`config.mk`:
```
export PLATFORM = sky130hd
export DESIGN_NAME = muldiv_unit
export DESIGN_NICKNAME = d
export VERILOG_FILES = /design/src/rtl/muldiv_unit.sv
export SDC_FILE = /design/constraint.sdc
export NUM_CORES = 1
export LEC_CHECK = 0
export CORE_MARGIN = 3
export CORE_UTILIZATION = 58
export CTS_BUF_LIST = sky130_fd_sc_hd__clkbuf_4 sky130_fd_sc_hd__clkbuf_8
export DETAILED_ROUTE_END_ITERATION = 16
export PLACE_DENSITY = 0.82
export SLEW_MARGIN = 20
export SYNTH_ARGS = -nofsm -noshare
export SYNTH_HDL_FRONTEND = slang
export SYNTH_SLANG_ARGS = --single-unit
export TNS_END_PERCENT = 30
```
`constraint.sdc`:
```
create_clock -name clock -period 4.2 [get_ports clock]
set_input_delay 0.63 -clock clock [delete_from_list [all_inputs] [get_ports clock]]
set_output_delay 0.63 -clock clock [all_outputs]
set_load 0.005 [all_outputs]
```
`src/rtl/muldiv_unit.sv`:
```
// ---------------------------------------------------------------------------
// muldiv_unit
//
// Iterative multiply / divide unit for the HI/LO path of the CPU. The unit
// accepts a request, iterates one bit per cycle, applies the sign fix-up and
// then publishes the result on hi/lo together with a one-cycle done pulse.
//
// Multiply uses a radix-2 shift-add on operand magnitudes. Divide uses a
// restoring algorithm, also on magnitudes. Latency does not depend on the
// data: zero operands go through every iteration like any other value.
//
// Optional feature macro: MULDIV_DIV_EN
//   defined   : divider datapath is built and DIV/DIVU are fully supported.
//   undefined : no divider logic is built. DIV/DIVU go straight to the
//               fix-up state, keep busy high for one cycle, write hi=lo=0
//               and pulse done.
//
// Parameters:
//   WIDTH  operand width (>= 2); hi and lo are each WIDTH bits
//
// Ports:
//   clock   rising-edge clock
//   reset   asynchronous, active-low reset
//   fun_c   operation: 00 MULT, 01 MULTU, 10 DIV, 11 DIVU
//   start   request pulse, honoured only while idle
//   a       multiplicand / dividend (rs)
//   b       multiplier / divisor (rt)
//   hi      product upper half or remainder (registered)
//   lo      product lower half or quotient (registered)
//   busy    operation in progress (registered)
//   done    one-cycle pulse when hi/lo have just been updated (registered)
// ---------------------------------------------------------------------------
module muldiv_unit #(
    parameter int WIDTH = 32
) (
    input  logic             clock,
    input  logic             reset,
    input  logic [1:0]       fun_c,
    input  logic             start,
    input  logic [WIDTH-1:0] a,
    input  logic [WIDTH-1:0] b,
    output logic [WIDTH-1:0] hi,
    output logic [WIDTH-1:0] lo,
    output logic             busy,
    output logic             done
);

    localparam int CW = $clog2(WIDTH + 1);

    typedef enum logic [1:0] {
        IDLE = 2'd0,
        CALC = 2'd1,
        FIX  = 2'd2
    } state_t;

    state_t               state;
    logic [CW-1:0]        count;
    // Shared working register: {upper accumulator, multiplier} for multiply,
    // {partial remainder, shifting dividend/quotient} for divide.
    logic [2*WIDTH-1:0]   prod;
    // Multiplicand magnitude or divisor magnitude.
    logic [WIDTH-1:0]     opnd;
    logic                 is_div;
    // Sign to apply to the product (multiply) or to the quotient (divide).
    logic                 neg_lo;
`ifdef MULDIV_DIV_EN
    // Remainder takes the sign of the dividend.
    logic                 neg_hi;
`endif

    logic                 acc_sa;
    logic                 acc_sb;
    logic [WIDTH:0]       sum;
    logic [2*WIDTH-1:0]   mul_next;
    logic [2*WIDTH-1:0]   step_next;
    logic [2*WIDTH-1:0]   prod_signed;
    logic [WIDTH-1:0]     fix_hi;
    logic [WIDTH-1:0]     fix_lo;
`ifdef MULDIV_DIV_EN
    logic [WIDTH:0]       shifted;
    logic [WIDTH-1:0]     diff;
    logic [2*WIDTH-1:0]   div_next;
`endif

    function automatic logic [WIDTH-1:0] magnitude(input logic [WIDTH-1:0] v,
                                                   input logic             neg);
        return neg ? -v : v;
    endfunction

    // Operand signs that matter at acceptance; unsigned ops never negate.
    always_comb begin
        acc_sa = ~fun_c[0] & a[WIDTH-1];
        acc_sb = ~fun_c[0] & b[WIDTH-1];
    end

    // One iteration of each algorithm, computed from the working registers.
    always_comb begin
        sum      = {1'b0, prod[2*WIDTH-1:WIDTH]} + {1'b0, opnd};
        // The carry out of the add becomes the new top bit after the shift.
        mul_next = prod[0] ? {sum, prod[WIDTH-1:1]}
                           : {1'b0, prod[2*WIDTH-1:1]};
`ifdef MULDIV_DIV_EN
        shifted  = {prod[2*WIDTH-1:WIDTH], prod[WIDTH-1]};
        // Only used when shifted >= opnd, so the difference fits in WIDTH bits.
        diff     = shifted[WIDTH-1:0] - opnd;
        if (shifted >= {1'b0, opnd}) begin
            div_next = {diff, prod[WIDTH-2:0], 1'b1};
        end else begin
            div_next = {shifted[WIDTH-1:0], prod[WIDTH-2:0], 1'b0};
        end
        step_next = is_div ? div_next : mul_next;
`else
        step_next = mul_next;
`endif
    end

    // Sign fix-up of the finished magnitude result.
    always_comb begin
        prod_signed = neg_lo ? -prod : prod;
        fix_hi      = prod_signed[2*WIDTH-1:WIDTH];
        fix_lo      = prod_signed[WIDTH-1:0];
        if (is_div) begin
`ifdef MULDIV_DIV_EN
            fix_lo = neg_lo ? -prod[WIDTH-1:0] : prod[WIDTH-1:0];
            fix_hi = neg_hi ? -prod[2*WIDTH-1:WIDTH] : prod[2*WIDTH-1:WIDTH];
`else
            fix_lo = '0;
            fix_hi = '0;
`endif
        end
    end

    // Control FSM and all registered state. start is only looked at in IDLE,
    // so requests during CALC or FIX are dropped rather than queued.
    always_ff @(posedge clock or negedge reset) begin
        if (!reset) begin
            state  <= IDLE;
            count  <= '0;
            prod   <= '0;
            opnd   <= '0;
            is_div <= 1'b0;
            neg_lo <= 1'b0;
`ifdef MULDIV_DIV_EN
            neg_hi <= 1'b0;
`endif
            hi     <= '0;
            lo     <= '0;
            busy   <= 1'b0;
            done   <= 1'b0;
        end else begin
            done <= 1'b0;
            case (state)
                IDLE: begin
                    if (start) begin
                        prod   <= {{WIDTH{1'b0}}, magnitude(a, acc_sa)};
                        opnd   <= magnitude(b, acc_sb);
                        is_div <= fun_c[1];
                        neg_lo <= acc_sa ^ acc_sb;
`ifdef MULDIV_DIV_EN
                        neg_hi <= acc_sa;
                        state  <= CALC;
`else
                        state  <= fun_c[1] ? FIX : CALC;
`endif
                        count  <= CW'(WIDTH);
                        busy   <= 1'b1;
                    end
                end
                CALC: begin
                    prod  <= step_next;
                    count <= count - CW'(1);
                    if (count == CW'(1)) begin
                        state <= FIX;
                    end
                end
                FIX: begin
                    hi    <= fix_hi;
                    lo    <= fix_lo;
                    busy  <= 1'b0;
                    done  <= 1'b1;
                    state <= IDLE;
                end
                default: begin
                    state <= IDLE;
                    busy  <= 1'b0;
                end
            endcase
        end
    end

endmodule

```
==> out/results.tsv <==
metric	value	unit
status	complete, no violations	
worst endpoint required time	4.56	ns
GPL Wtd Cong	0.977	
Pre-antenna DRT Iters	5	
Pwr per Cell Area	676	nW/um2
Core Box Area	18300	um2
num ports	135	
critical path type	flip-flop to flip-flop	
Die Height	144	um
fin nets	1492	
Yosys top cell by area	dfrtp_1	
RSZ-0062 raised after global routing	no	
commonest cells in the netlist	nand2_1, o21ai_0, dfrtp_1, xor2_1	
EDFF count, synth	0	
hold crit path type	primary input to async pin	
initial antenna violation count	0	
drt wl/cell	18.4	um
total negative slack	0	ns
clock latency on the worst-skew pair	0.47	ns
remaining antenna violation count	0	
layout overhead on the synthesized area	17.1	%
Yosys reg bits	172	
all-layer global routing usage	0.294	
die area	20600	um2
fin util	0.704	
DRC violations left	0	
Fmax achieved	299	MHz
Main synth FF type	dfrtp_1	
count of final hold-check violations	0	
peak supply drop	542	uV
Crit Reg-Reg Startpoint	prod[44]	
dpl hpwl	22900	um
first-pass GRT wire length	48500	um
vias in the first global route	9298	
Yosys cell types	63	
Initial Util	0.602	
Yosys warnings	0	
TritonCTS Sinks	172	
Worst Setup SP	prod[44]	
sequential element share of the synthesized area	0.392	
layout cell share with drive strength beyond 1	0.0465	
detailed router's first-iteration violation count	1054	
GRT Residual Overflow	0	
crit-path max FO	5	
post_cts resized	0	
largest net degree at the start of global routing	88	
CTS root buf	clkbuf_8	
Final period util	0.797	
crit path DAT	3.71	ns
Post-CTS Setup Inserts	0	
TritonCTS clock tree	built	
Syn Std Cell Area	11000	um2
Worst Setup Start Kind	flip-flop	
LEAKAGE	0.00536	uW
Setup violations, final	0	
Worst-path clk slew	0.11	ns
top-area cell type share of the netlist area	0.392	
diode count	0	
placement row count	49	
Layout Skew	0.0230	ns
final max-slew violation count	0	
count leader, synth	nand2_1	
Synth area leaders	dfrtp_1, xor2_1, o21ai_0	
ys async rst share	1.00	
endpoint class of the critical path	flip-flop	
Syn Inst Count	1291	
Final min period	3.35	ns
# Max-Cap Violations	0	
input/output buffers	134	
syn nets	1398	
Worst Tran Pin Value	1.08	ns
Die X	144	um
Post-Syn Area per Cell	8.52	um2
CTS H-tree depth	4	
drt total wl	30000	um
TritonCTS buffer count	17	
routed vias	10118	
Longest Clk Path Bufs	2	
FF-to-FF setup slack	0.85	ns
hold buffers post-CTS	0	
vias per cell	6.22	
Slew Limit Headroom	0.283	
==> critical path, cell delays in order, from the launching register on <==
cell,delay [ns]
dfrtp_1,0.45
or4_4,0.60
nor4_4,0.25
or4b_4,0.51
or4_4,0.50
or4_4,0.52
o31ai_4,0.19
xor2_1,0.16
o21ai_1,0.07
==> state kept, by name (all words and copies together) (netlist names) <==
signal  cells
busy        1
count       6
done        1
hi         32
is_div      1
lo         32
neg_lo      1
opnd       32
prod       64
state       2
==> metal layers <==
layer	wire length [um]	track usage	up-vias
li1	-	-	4844
met1	14200	0.453	4799
met2	12900	0.433	438
met3	2400	0.0502	37
met4	440	0.0728	0
met5	0	0	-
==> kinds of logic (layout without fill, tap and decap cells) <==
kind of cell             Yosys count  after routing  share of synthesized area
buffers and inverters             98            205                     0.0336
adder cells (fa/ha/maj)           38             38                     0.0439
XOR/XNOR                         149            149                      0.119
multiplexers                       9              9                    0.00820
AO/OA/AOI/OAI                    417            417                      0.230
AND/OR/NAND/NOR                  408            408                      0.174
flip-flops                       172            172                      0.392
==> path summary, 6_finish.rpt <==
kind / endpoint / cells past startpoint
setup / recovery: hi[31] / 8
hold / removal: lo[7] / 1
setup reg to reg: hi[31] / 8
hold reg to reg: lo[10] / 2
max in group asynchronous: prod[52] / 2
min in group clock: lo[10] / 2
==> placed cells by master, fill, tap and decap left out, types with 4 or more instances in the layout <==
master | synthesis | final
mux2i_1 | 9 | 9
inv_6 | 0 | 5
or4_1 | 13 | 13
o22ai_1 | 11 | 11
clkbuf_8 | 0 | 18
a211oi_1 | 6 | 6
nor2b_1 | 7 | 7
nand2_1 | 202 | 200
nand2b_1 | 14 | 14
nand3_1 | 18 | 18
o21ai_0 | 186 | 186
inv_1 | 22 | 22
ha_1 | 37 | 37
and3_1 | 4 | 4
a32oi_1 | 7 | 7
nor4_1 | 12 | 12
dfrtp_1 | 172 | 171
xor2_1 | 107 | 107
o31ai_1 | 34 | 34
or2_2 | 4 | 4
o21ai_1 | 11 | 10
a21o_1 | 12 | 12
a21oi_1 | 64 | 64
nor3_1 | 19 | 19
nor2_1 | 67 | 66
clkdlybuf4s50_1 | 0 | 133
xnor2_1 | 42 | 42
o211ai_1 | 4 | 4
nand4_1 | 12 | 12
or3_1 | 17 | 17
o41ai_1 | 20 | 20
a22oi_1 | 23 | 23
a31oi_1 | 9 | 9
buf_4 | 0 | 14
a211o_1 | 5 | 5
==> cell type report <==
cell class                      instances  area [um2]
Clock buffer                           19         255
Timing Repair Buffer                  149        1470
Multi-Input combinational cell       1021        6340
Sequential cell                       172        4310
Tap cell                              229         287
Clock inverter                         13         128
Inverter                               24        90.1
Fill cell                            1460        5400
==> where the power goes <==
group	total [uW]	internal, uW	switching, uW
logic	4310	1880	2430
registers	3220	2320	900
clock network	1170	505	664
==> stage by stage <==
step	power, uW	cells	hold slack (ns)	area (um2)	setup slack (ns)
final	8700	1627	0.227	12900	0.853
after global routing	9370	1627	0.278	12900	0.665
after CTS	8630	1627	0.239	12900	0.845
after detailed placement	7480	1595	0.467	12500	0.762
after global placement	7340	1595	0.453	12500	0.904
after floorplan	5820	1291	0.334	11000	0.967
Note: power is estimated with default switching activity, not from simulation.
